<file path="src/rtl/regfile_write_scheduler_if.sv">
// ---------------------------------------------------------------------------
// regfile_write_scheduler_if
//
// Bundles the writeback-side signals of the register file write scheduler.
//
//   master : the pipeline / memory side. It drives the ALU request, the load
//            return and BUSYWAIT, and it observes the grant, ready, count and
//            register-file write outputs.
//   slave  : the scheduler itself.
//
// Signals:
//   BUSYWAIT      memory stall; no write is granted while high
//   ALU_WRITE     ALU writeback request, held until granted
//   ALU_ADDR      ALU destination register
//   ALU_DATA      ALU result
//   ALU_GRANT     ALU write accepted this cycle (combinational)
//   ALU_STALL     ALU request pending but not granted (combinational)
//   MEM_VALID     load data return valid
//   MEM_ADDR      load destination register
//   MEM_DATA      load data
//   MEM_READY     load FIFO can accept an entry
//   RF_WRITE      register file WRITE (registered)
//   RF_INADDRESS  register file INADDRESS (registered)
//   RF_IN         register file IN (registered)
//   FIFO_COUNT    occupied FIFO entries, squashed entries included
// ---------------------------------------------------------------------------
interface regfile_write_scheduler_if #(
  parameter int DATA_W = 8,
  parameter int ADDR_W = 3,
  parameter int DEPTH  = 2
);
  localparam int CNT_W = $clog2(DEPTH) + 1;

  logic              BUSYWAIT;
  logic              ALU_WRITE;
  logic [ADDR_W-1:0] ALU_ADDR;
  logic [DATA_W-1:0] ALU_DATA;
  logic              ALU_GRANT;
  logic              ALU_STALL;
  logic              MEM_VALID;
  logic [ADDR_W-1:0] MEM_ADDR;
  logic [DATA_W-1:0] MEM_DATA;
  logic              MEM_READY;
  logic              RF_WRITE;
  logic [ADDR_W-1:0] RF_INADDRESS;
  logic [DATA_W-1:0] RF_IN;
  logic [CNT_W-1:0]  FIFO_COUNT;

  modport master (
    output BUSYWAIT, ALU_WRITE, ALU_ADDR, ALU_DATA,
    output MEM_VALID, MEM_ADDR, MEM_DATA,
    input  ALU_GRANT, ALU_STALL, MEM_READY,
    input  RF_WRITE, RF_INADDRESS, RF_IN, FIFO_COUNT
  );

  modport slave (
    input  BUSYWAIT, ALU_WRITE, ALU_ADDR, ALU_DATA,
    input  MEM_VALID, MEM_ADDR, MEM_DATA,
    output ALU_GRANT, ALU_STALL, MEM_READY,
    output RF_WRITE, RF_INADDRESS, RF_IN, FIFO_COUNT
  );
endinterface

</file>
<file path="src/rtl/regfile_write_scheduler.sv">
// ---------------------------------------------------------------------------
// regfile_write_scheduler
//
// Shares the register file's single write port between the ALU writeback
// path and load data returned by the data cache. Load returns go into a
// small in-order FIFO. The ALU normally wins, but an aging counter forces a
// valid FIFO head through after MAX_WAIT consecutive ALU wins. An ALU write
// invalidates (squashes) every buffered load to the same register, so an
// older load can never overwrite a younger ALU result. Squashed entries still
// occupy their slot until they reach the head, where they are dropped
// without using the port.
//
// Ports:
//   CLK    clock, all state updates on the rising edge
//   RESET  synchronous, active-high; empties the FIFO and clears the outputs
//   bus    regfile_write_scheduler_if.slave (see the interface for signals)
//
// Parameters:
//   DATA_W    register data width
//   ADDR_W    register index width
//   DEPTH     load FIFO entries (power of two, >= 2)
//   MAX_WAIT  consecutive ALU wins a valid FIFO head tolerates
// ---------------------------------------------------------------------------
module regfile_write_scheduler #(
  parameter int DATA_W   = 8,
  parameter int ADDR_W   = 3,
  parameter int DEPTH    = 2,
  parameter int MAX_WAIT = 3
) (
  input logic                     CLK,
  input logic                     RESET,
  regfile_write_scheduler_if.slave bus
);

  localparam int PTR_W = $clog2(DEPTH);
  localparam int CNT_W = PTR_W + 1;
  localparam int AGE_W = (MAX_WAIT < 1) ? 1 : $clog2(MAX_WAIT + 1);

  localparam logic [CNT_W-1:0] DEPTH_C    = CNT_W'(DEPTH);
  localparam logic [AGE_W-1:0] MAX_WAIT_C = AGE_W'(MAX_WAIT);

  // Outcome of the port arbitration for the current cycle.
  typedef enum logic [2:0] {
    WIN_NONE,      // port idle
    WIN_DROP,      // squashed head discarded, port idle
    WIN_DROP_ALU,  // squashed head discarded, ALU uses the port
    WIN_LOAD,      // FIFO head uses the port
    WIN_ALU        // ALU uses the port, FIFO head (if any) waits
  } win_e;

  // -------------------------------------------------------------------------
  // State
  // -------------------------------------------------------------------------
  logic [DEPTH-1:0]  valid_reg;
  logic [DEPTH-1:0]  valid_next;
  logic [ADDR_W-1:0] addr_mem [DEPTH];
  logic [DATA_W-1:0] data_mem [DEPTH];
  logic [PTR_W-1:0]  head_reg;
  logic [PTR_W-1:0]  tail_reg;
  logic [CNT_W-1:0]  count_reg;
  logic [CNT_W-1:0]  count_next;
  logic [AGE_W-1:0]  age_reg;
  logic [AGE_W-1:0]  age_next;

  logic              rf_write_reg;
  logic [ADDR_W-1:0] rf_addr_reg;
  logic [DATA_W-1:0] rf_data_reg;

  // -------------------------------------------------------------------------
  // Arbitration
  // -------------------------------------------------------------------------
  win_e              win;
  logic              head_present;
  logic              head_valid;
  logic              fifo_ready;
  logic              pop;
  logic              alu_win;
  logic              load_win;
  logic              enq;
  logic              enq_valid;

  assign head_present = (count_reg != '0);
  assign head_valid   = valid_reg[head_reg];
  assign fifo_ready   = (count_reg < DEPTH_C);

  always_comb begin
    win = WIN_NONE;
    if (!RESET && !bus.BUSYWAIT) begin
      if (head_present && !head_valid) begin
        // A squashed head costs nothing: drop it and let the ALU go too.
        win = bus.ALU_WRITE ? WIN_DROP_ALU : WIN_DROP;
      end else if (head_present && (age_reg == MAX_WAIT_C || !bus.ALU_WRITE)) begin
        win = WIN_LOAD;
      end else if (bus.ALU_WRITE) begin
        win = WIN_ALU;
      end
    end
  end

  assign pop      = (win == WIN_DROP) || (win == WIN_DROP_ALU) || (win == WIN_LOAD);
  assign alu_win  = (win == WIN_ALU)  || (win == WIN_DROP_ALU);
  assign load_win = (win == WIN_LOAD);

  // Age only accumulates while a valid head is being passed over by the ALU;
  // any pop restarts it for the next head.
  always_comb begin
    age_next = age_reg;
    if (pop) begin
      age_next = '0;
    end else if (win == WIN_ALU && head_present && age_reg != MAX_WAIT_C) begin
      age_next = age_reg + AGE_W'(1);
    end
  end

  // Enqueue is independent of BUSYWAIT. A load arriving at the same edge as
  // an ALU grant to the same register is the older write, so it is stored
  // already squashed.
  assign enq       = bus.MEM_VALID && fifo_ready && !RESET;
  assign enq_valid = !(alu_win && (bus.MEM_ADDR == bus.ALU_ADDR));

  assign count_next = count_reg + CNT_W'(enq) - CNT_W'(pop);

  // -------------------------------------------------------------------------
  // Per-entry valid bit: a new entry takes enq_valid, an ALU grant to the
  // entry's register clears it. Slots outside the occupied range are never
  // read, so popped entries need no clearing.
  // -------------------------------------------------------------------------
  generate
    for (genvar gi = 0; gi < DEPTH; gi++) begin : g_entry
      logic is_tail;
      logic squash_hit;

      assign is_tail    = (tail_reg == PTR_W'(gi));
      assign squash_hit = alu_win && (addr_mem[gi] == bus.ALU_ADDR);

      always_comb begin
        valid_next[gi] = valid_reg[gi];
        if (enq && is_tail) begin
          valid_next[gi] = enq_valid;
        end else if (squash_hit) begin
          valid_next[gi] = 1'b0;
        end
      end
    end
  endgenerate

  // -------------------------------------------------------------------------
  // FIFO storage and pointers
  // -------------------------------------------------------------------------
  always_ff @(posedge CLK) begin
    if (enq) begin
      addr_mem[tail_reg] <= bus.MEM_ADDR;
      data_mem[tail_reg] <= bus.MEM_DATA;
    end
  end

  always_ff @(posedge CLK) begin
    if (RESET) begin
      valid_reg <= '0;
      head_reg  <= '0;
      tail_reg  <= '0;
      count_reg <= '0;
      age_reg   <= '0;
    end else begin
      valid_reg <= valid_next;
      count_reg <= count_next;
      age_reg   <= age_next;
      // DEPTH is a power of two, so the pointers wrap by natural overflow.
      if (pop) begin
        head_reg <= head_reg + PTR_W'(1);
      end
      if (enq) begin
        tail_reg <= tail_reg + PTR_W'(1);
      end
    end
  end

  // -------------------------------------------------------------------------
  // Register file write port. Address and data hold when nothing wins.
  // -------------------------------------------------------------------------
  always_ff @(posedge CLK) begin
    if (RESET) begin
      rf_write_reg <= 1'b0;
      rf_addr_reg  <= '0;
      rf_data_reg  <= '0;
    end else begin
      rf_write_reg <= load_win || alu_win;
      if (load_win) begin
        rf_addr_reg <= addr_mem[head_reg];
        rf_data_reg <= data_mem[head_reg];
      end else if (alu_win) begin
        rf_addr_reg <= bus.ALU_ADDR;
        rf_data_reg <= bus.ALU_DATA;
      end
    end
  end

  // -------------------------------------------------------------------------
  // Outputs
  // -------------------------------------------------------------------------
  assign bus.ALU_GRANT    = alu_win;
  assign bus.ALU_STALL    = bus.ALU_WRITE && !bus.BUSYWAIT && !alu_win;
  // The FIFO is being emptied during reset, so it advertises space.
  assign bus.MEM_READY    = RESET || fifo_ready;
  assign bus.RF_WRITE     = rf_write_reg;
  assign bus.RF_INADDRESS = rf_addr_reg;
  assign bus.RF_IN        = rf_data_reg;
  assign bus.FIFO_COUNT   = count_reg;

endmodule

</file>
<file path="src/flat_wrapper.sv">
// flat-port wrapper written by rule: the top's interface ports become plain ports
module regfile_write_scheduler_flat 
#(
  parameter int DATA_W   = 8,
  parameter int ADDR_W   = 3,
  parameter int DEPTH    = 2,
  parameter int MAX_WAIT = 3
)
  (CLK, RESET, bus_BUSYWAIT, bus_ALU_WRITE, bus_ALU_ADDR, bus_ALU_DATA, bus_MEM_VALID, bus_MEM_ADDR, bus_MEM_DATA, bus_ALU_GRANT, bus_ALU_STALL, bus_MEM_READY, bus_RF_WRITE, bus_RF_INADDRESS, bus_RF_IN, bus_FIFO_COUNT);
  regfile_write_scheduler_if #(.DATA_W(DATA_W), .ADDR_W(ADDR_W), .DEPTH(DEPTH)) bus_i ();
  input logic CLK;
  input logic RESET;
  input wire logic [$bits(bus_i.BUSYWAIT)-1:0] bus_BUSYWAIT;
  input wire logic [$bits(bus_i.ALU_WRITE)-1:0] bus_ALU_WRITE;
  input wire logic [$bits(bus_i.ALU_ADDR)-1:0] bus_ALU_ADDR;
  input wire logic [$bits(bus_i.ALU_DATA)-1:0] bus_ALU_DATA;
  input wire logic [$bits(bus_i.MEM_VALID)-1:0] bus_MEM_VALID;
  input wire logic [$bits(bus_i.MEM_ADDR)-1:0] bus_MEM_ADDR;
  input wire logic [$bits(bus_i.MEM_DATA)-1:0] bus_MEM_DATA;
  output wire logic [$bits(bus_i.ALU_GRANT)-1:0] bus_ALU_GRANT;
  output wire logic [$bits(bus_i.ALU_STALL)-1:0] bus_ALU_STALL;
  output wire logic [$bits(bus_i.MEM_READY)-1:0] bus_MEM_READY;
  output wire logic [$bits(bus_i.RF_WRITE)-1:0] bus_RF_WRITE;
  output wire logic [$bits(bus_i.RF_INADDRESS)-1:0] bus_RF_INADDRESS;
  output wire logic [$bits(bus_i.RF_IN)-1:0] bus_RF_IN;
  output wire logic [$bits(bus_i.FIFO_COUNT)-1:0] bus_FIFO_COUNT;
  assign bus_i.BUSYWAIT = bus_BUSYWAIT;
  assign bus_i.ALU_WRITE = bus_ALU_WRITE;
  assign bus_i.ALU_ADDR = bus_ALU_ADDR;
  assign bus_i.ALU_DATA = bus_ALU_DATA;
  assign bus_i.MEM_VALID = bus_MEM_VALID;
  assign bus_i.MEM_ADDR = bus_MEM_ADDR;
  assign bus_i.MEM_DATA = bus_MEM_DATA;
  assign bus_ALU_GRANT = bus_i.ALU_GRANT;
  assign bus_ALU_STALL = bus_i.ALU_STALL;
  assign bus_MEM_READY = bus_i.MEM_READY;
  assign bus_RF_WRITE = bus_i.RF_WRITE;
  assign bus_RF_INADDRESS = bus_i.RF_INADDRESS;
  assign bus_RF_IN = bus_i.RF_IN;
  assign bus_FIFO_COUNT = bus_i.FIFO_COUNT;
  regfile_write_scheduler #(.DATA_W(DATA_W), .ADDR_W(ADDR_W), .DEPTH(DEPTH), .MAX_WAIT(MAX_WAIT)) u_core (.CLK(CLK), .RESET(RESET), .bus(bus_i));
endmodule
</file>
<file path="config.mk">
export PLATFORM = sky130hd
export DESIGN_NAME = regfile_write_scheduler_flat
export DESIGN_NICKNAME = d
export VERILOG_FILES = /design/src/rtl/regfile_write_scheduler_if.sv /design/src/rtl/regfile_write_scheduler.sv /design/src/flat_wrapper.sv
export SDC_FILE = /design/constraint.sdc
export NUM_CORES = 1
export LEC_CHECK = 0
export CAP_MARGIN = 20
export CORE_MARGIN = 1.5
export CORE_UTILIZATION = 30
export DETAILED_ROUTE_END_ITERATION = 10
export MAX_ROUTING_LAYER = met4
export PLACE_DENSITY_LB_ADDON = 0.1
export SLEW_MARGIN = 20
export SYNTH_ARGS = -nofsm -noshare
export SYNTH_HDL_FRONTEND = slang
export SYNTH_SLANG_ARGS = --single-unit
</file>
<file path="constraint.sdc">
create_clock -name CLK -period 1.58 [get_ports CLK]
set_clock_uncertainty 0.05 [all_clocks]
set_input_delay 0.316 -clock CLK [delete_from_list [all_inputs] [get_ports CLK]]
set_output_delay 0.316 -clock CLK [all_outputs]
set_load 0.05 [all_outputs]
</file>
==> results of run 1 <==
-- metrics by stage --
| step | area (um2) | TNS [ps] |
|---|---|---|
| floorplan | 1920 | -1500 |
| global placement | 2820 | -18400 |
| detailed placement | 2820 | -18990 |
| global route | 3120 | -4780 |
| finish | 3120 | -3550 |
| CTS | 3030 | -2030 |
-- layer usage --
metal	vias up	wire, um	track usage (%)
met2	34	2330	25.1
met4	0	46	4.07
met1	692	1960	18.0
met5	-	0	-
li1	744	-	-
met3	6	191	3.89
-- cells in the final DEF, fill, tap and decap left out, types with 2 or more instances in the layout --
master           count
mux2_2               8
clkbuf_8             5
dfxtp_1             16
nor2b_4              2
buf_4               26
nor3_1               2
o21ai_0              4
edfxtp_1            22
nor3_4               2
xnor2_1             10
nand3_1             10
a221o_1              3
a21oi_1              4
buf_12              20
o211ai_1             8
nor2_4               3
nor2_1               7
clkdlybuf4s50_1     22
buf_6                5
dlygate4sd2_1        2
mux2i_1              5
ha_4                 2
dfxtp_2              5
o21ai_2              2
nand2_1             20
nand2b_4             2
-- worst min-delay path, stage by stage (launching register included) --
cell     delay [ps]
dfxtp_1         330
nand2_1          60
a21oi_1          60
-- final timing paths --
path / startpoint / endpoint / slack (ps) / cells after the start
max: u_core.head_reg$_SDFFE_PP0P_ / u_core.bus.RF_INADDRESS[0]$_SDFFE_PP0P_ / -300 / 7
min: u_core.g_entry[1].is_tail$_SDFFE_PP0P_ / u_core.g_entry[1].is_tail$_SDFFE_PP0P_ / 440 / 2
max reg2reg: u_core.head_reg$_SDFFE_PP0P_ / u_core.bus.RF_INADDRESS[0]$_SDFFE_PP0P_ / -300 / 7
min reg2reg: u_core.g_entry[1].is_tail$_SDFFE_PP0P_ / u_core.g_entry[1].is_tail$_SDFFE_PP0P_ / 440 / 2
-- report_power, final --
group / switching [W] / internal [W]
clock: 0.000404 / 0.000479
combinational: 0.000240 / 0.000282
sequential: 0.0000311 / 0.00122
-- kinds of logic (layout without fill, tap and decap cells) --
logic type / count (synthesis) / count (layout)
xor gates and xnor gates: 11 / 11
DFF: 43 / 43
and+or+nand+nor: 57 / 57
adders and majority gates: 2 / 2
muxes: 14 / 14
buffers and inverters: 7 / 88
AOI/OAI and AO/OA: 25 / 25
-- layout make-up --
| cell class | instances | area, um2 | share of cell area [%] |
|---|---|---|---|
| sequential | 43 | 1090 | 34.8 |
| timing repair buffer | 77 | 912 | 29.2 |
| multi-input combinational | 109 | 893 | 28.6 |
| inverter | 3 | 17.5 | 0.561 |
| tap | 75 | 93.8 | 3.01 |
| clock buffer | 5 | 68.8 | 2.21 |
| clock inverter | 3 | 47.5 | 1.52 |
-- repair_timing --
action	CTS	global route
endpoints found under the setup margin	39	34
setup buffers	5	2
endpoints found under the hold margin	0	0
resized for setup	17	19
pin swaps	2	10
==> flow_summary.json, run 1 <==
{
  "die_width_um": 81.9,
  "cts_root_buf": "clkbuf_8",
  "drc": 0,
  "path_cells": "mux2i_4, buf_4, buf_6, buf_6, o311a_1, buf_6, a221o_1",
  "clk_latency_ps": 300,
  "synth_mux_area_share_pct": 8.25,
  "synth_top_family_by_area": "simple AND/OR/NAND/NOR gates",
  "start_util_pct": 31.3,
  "first_global_vias": 1511,
  "crit_required_ps": 1710,
  "cts_htree_levels": 2,
  "cts_tree": "yes",
  "yosysMostFrequentCell": "edfxtp_1",
  "nets": 268,
  "largest_reg_flops": 16,
  "grt_pass1_wl_um": 7250,
  "top_register": "u_core.data_mem",
  "nFillCells": 520,
  "violations": "negative setup slack",
  "cpMostUsedCell": "buf_6",
  "place_ws_ps": -506,
  "dr.pass1.iters": 4,
  "gp_congestion": 0.792,
  "drtIter0Drc": 71,
  "synth_largest_area_cell": "edfxtp_1",
  "coreArea_um2": 5960,
  "ant_nets": 0,
  "track_usage_pct": 15.0,
  "cp-start-kind": "register",
  "ir_drop_v": 0.000434,
  "yosysTopAreaCellShare_pct": 35.4,
  "synth_area_um2": 1870,
  "layout_setup_ws_ps": -302,
  "finalPower_w": 0.00266,
  "antenna_found_initial": 0,
  "synthSimpleGateAreaFrac_pct": 16.0,
  "port-buffer-count": 43,
  "slew_viol_final": 0,
  "clock_path_buffers": 2,
  "cts_made_buffers": 5,
  "yosysUniqueCellTypes": 34,
  "hold_viol": 0,
  "clock-sinks": 43,
  "via_per_inst": 4.69,
  "ios": 44,
  "min_path_type": "reg -> reg",
  "path_max_fanout": 4,
  "overflow": 0,
  "synthXorXnorAreaFrac_pct": 5.16,
  "path_delay_family": "compound AO/OA/AOI/OAI gates",
  "synthArstFlopShare_pct": 0,
  "pwr_density_cell_nw_per_um2": 851,
  "syn_nets": 188,
  "grt_max_degree": 17,
  "drive_gt1_share_pct": 41.3,
  "vias": 1476,
  "period_minus_slack_ps": 1880,
  "drv_cap": 0,
  "post-route-period-util_pct": 119,
  "drt-total-wl_um": 4530,
  "cp-end-kind": "register",
  "synthAdderAreaFrac_pct": 1.34,
  "max-slew-margin-rel_pct": 81.2,
  "status": "finished, violations left",
  "synth_common_cells": "edfxtp_1 (22), dfxtp_1 (21), nand2_1 (20), xnor2_1 (11)",
  "dp_hpwl_um": 3260,
  "die_area_um2": 6700,
  "rsz0062_at_grt": "yes",
  "worstMarginPinSlew_ps": 280,
  "slowest_stage": "o311a_1",
  "whs_ps": 438,
  "wl_per_cell_um": 14.4,
  "antennaDiodeCount": 0,
  "syn_inst": 159,
  "hold_buffers": 0,
  "synthToLayoutAreaGrowth_pct": 67.3,
  "ys_seq_area_share_pct": 57.9,
  "synth.area.top_cells": "edfxtp_1 (35%), dfxtp_1 (23%), xnor2_1 (5.2%)",
  "setup_viol": 20,
  "fmax_ghz": 0.531,
  "crit_buf_inv": 4,
  "synth_seq_cells": 43,
  "arrival_ps": 2020,
  "cts.reportedPaths.clkPinSlew_ps": 80,
  "ys_warn_count": 0,
  "placed_cells": 301,
  "die-height_um": 81.9,
  "synth_area_per_cell_um2": 11.7,
  "synth_top_flop_cell": "edfxtp_1",
  "synth_compound_area_share_pct": 9.39,
  "crit_type": "reg -> reg",
  "fin_util_pct": 52.4,
  "synth-edff-count": 22,
  "fin_cells": 315,
  "rows": 28,
  "slowest_delay_ps": 380,
  "p_leak_nw": 1.14
}
(Power assumes the default switching activity.)
==> inputs of run 2 (changes only) <==
- CORE_UTILIZATION: 30 -> 41
- SLEW_MARGIN: 20 -> 15
- TNS_END_PERCENT: unset -> 30
==> run 2 against run 1 <==
  * Register-to-register slack gained 150 ps
  * The flow still finishes with violations (negative setup slack)
  * Cell area shrank 2.7%
  * Largest cell class unchanged
  * Sequential power about the same
  * Sequential share of layout area rose by 1.1 points
==> flow_summary.json, run 2 (same netlist as run 1, synthesis figures left out) <==
{
  "track_usage_pct": 18.7,
  "dr.pass1.iters": 4,
  "grt_pass1_wl_um": 7070,
  "path_cells": "ha_4, nor2b_4, nor3_4, nor3_4, buf_6, buf_12",
  "cts_htree_levels": 2,
  "largest_reg_flops": 16,
  "seq_area_um2": 1090,
  "drtIter0Drc": 83,
  "gp_congestion": 0.839,
  "hold_buffers": 0,
  "vias": 1482,
  "slowest_delay_ps": 340,
  "pwr_density_cell_nw_per_um2": 865,
  "ant_nets": 0,
  "cp-start-kind": "register",
  "violations": "negative setup slack",
  "clock_path_buffers": 2,
  "die-height_um": 70.5,
  "grt_max_degree": 17,
  "crit_path_start": "u_core.age_reg[1]$_SDFFE_PP0P_",
  "post-route-period-util_pct": 117,
  "drive_gt1_share_pct": 41.8,
  "coreArea_um2": 4350,
  "cts_tree": "yes",
  "cpMostUsedCell": "nor3_4",
  "dp_hpwl_um": 2990,
  "path_max_fanout": 3,
  "max-slew-margin-rel_pct": 74.8,
  "top_register": "u_core.data_mem",
  "rows": 24,
  "drv_cap": 0,
  "wl_per_cell_um": 14.5,
  "die_area_um2": 4960,
  "antenna_found_initial": 0,
  "via_per_inst": 5.09,
  "drc": 0,
  "final_cell_mix": "buf_4 (26), clkdlybuf4s50_1 (22), edfxtp_1 (22)",
  "crit_type": "reg -> out",
  "cts_root_buf": "clkbuf_8",
  "nFillCells": 313,
  "p_leak_nw": 1.11,
  "fin_tns_setup_ps": -1140,
  "clk_latency_ps": 290,
  "arrival_ps": 1480,
  "nets": 267,
  "setup_viol": 10,
  "first_global_vias": 1572,
  "slowest_stage": "dfxtp_2",
  "min_path_type": "in -> reg",
  "die_width_um": 70.5,
  "period_minus_slack_ps": 1850,
  "whs_ps": 428,
  "port-buffer-count": 43,
  "start_util_pct": 42.8,
  "min_from": "RESET",
  "hold_viol": 0,
  "status": "finished, violations left",
  "overflow": 0,
  "timing.rr.start": "u_core.age_reg[1]$_SDFFE_PP0P_",
  "cts.reportedPaths.clkPinSlew_ps": 80,
  "antennaDiodeCount": 0,
  "cts_made_buffers": 5,
  "fmax_ghz": 0.542,
  "worstMarginPinSlew_ps": 375,
  "crit_required_ps": 1210,
  "rsz0062_at_grt": "yes",
  "slew_viol_final": 0,
  "ios": 44,
  "layout_setup_ws_ps": -267,
  "cp-end-kind": "primary output",
  "final_common_cell": "buf_4",
  "multi_input_area_um2": 853,
  "drt-total-wl_um": 4210,
  "synthToLayoutAreaGrowth_pct": 62.7,
  "ir_drop_v": 0.000630,
  "clock-sinks": 43
}
[run 2: changes by cell type in the layout (fill, tap and decap cells not counted), sizes merged]
cell           delta
clkinv            -1
clkbuf            +2
dlygate4sd2       +1
buf               -1
dlymetal6s2s      -1
clkdlybuf4s15     -1
[run 2: what timing repair did]
action,CTS,global route
cloned,1,0
pin swaps,6,6
gates resized for setup,24,14
endpoints found under the hold margin,0,0
setup buffers,8,1
setup endpoints to repair,43,27
[run 2: final timing paths]
kind	endpoint	slack, ps	cells after the start
setup / recovery	bus_ALU_GRANT	-270	6
hold / removal	u_core.age_reg[0]$_SDFFE_PP0P_	430	4
setup reg to reg	u_core.age_reg[1]$_SDFFE_PP0P_	-150	6
hold reg to reg	u_core.g_entry[1].is_tail$_SDFFE_PP0P_	430	2
[run 2: area by class of cell]
class	count	area share [%]
well taps	52	2.14
flip-flops and latches	43	35.9
clock inverters	2	1.28
multi-input cells	109	28.1
repair buffers	76	29.3
inverters	3	0.495
clock buffers	6	2.72
[run 2: layer usage]
layer	GRT usage [%]	up-vias	part of all wire, %
met5	-	-	0
met4	4.91	0	0.57
met3	5.05	3	4.9
met2	31.0	35	51
met1	22.6	703	43
li1	-	741	-
[run 2: per-stage QoR]
stage	power [W]	instances	setup WS, ps	area, um2	util, %
2_1_floorplan	0.00148	159	-374	1910	-
3_3_place_gp	0.00172	274	-473	2750	63.0
3_5_place_dp	0.00173	274	-485	2750	63.0
4_1_cts	0.00265	291	-271	3010	69.1
5_1_grt	0.00273	291	-333	3040	69.7
6_report	0.00263	291	-267	3040	69.7
[run 2: power by group]
part           switching, W  internal, W
Clock              0.000370     0.000520
Combinational      0.000227     0.000261
Sequential        0.0000303      0.00122
Total              0.000628      0.00200
[run 2: worst max-delay path, delay by kind of cell, from the launching register on]
kind | cells | cell delay (ps)
and+or+nand+nor | 3 | 420
DFF | 1 | 340
buffers and inverters | 2 | 260
adders and majority gates | 1 | 170
==> inputs of run 3 (changes only) <==
- ABC_CLOCK_PERIOD_IN_PS: unset -> 1580
==> results of run 3 <==
Same layout as run 2: the final DEF is identical, and so are final timing and power.
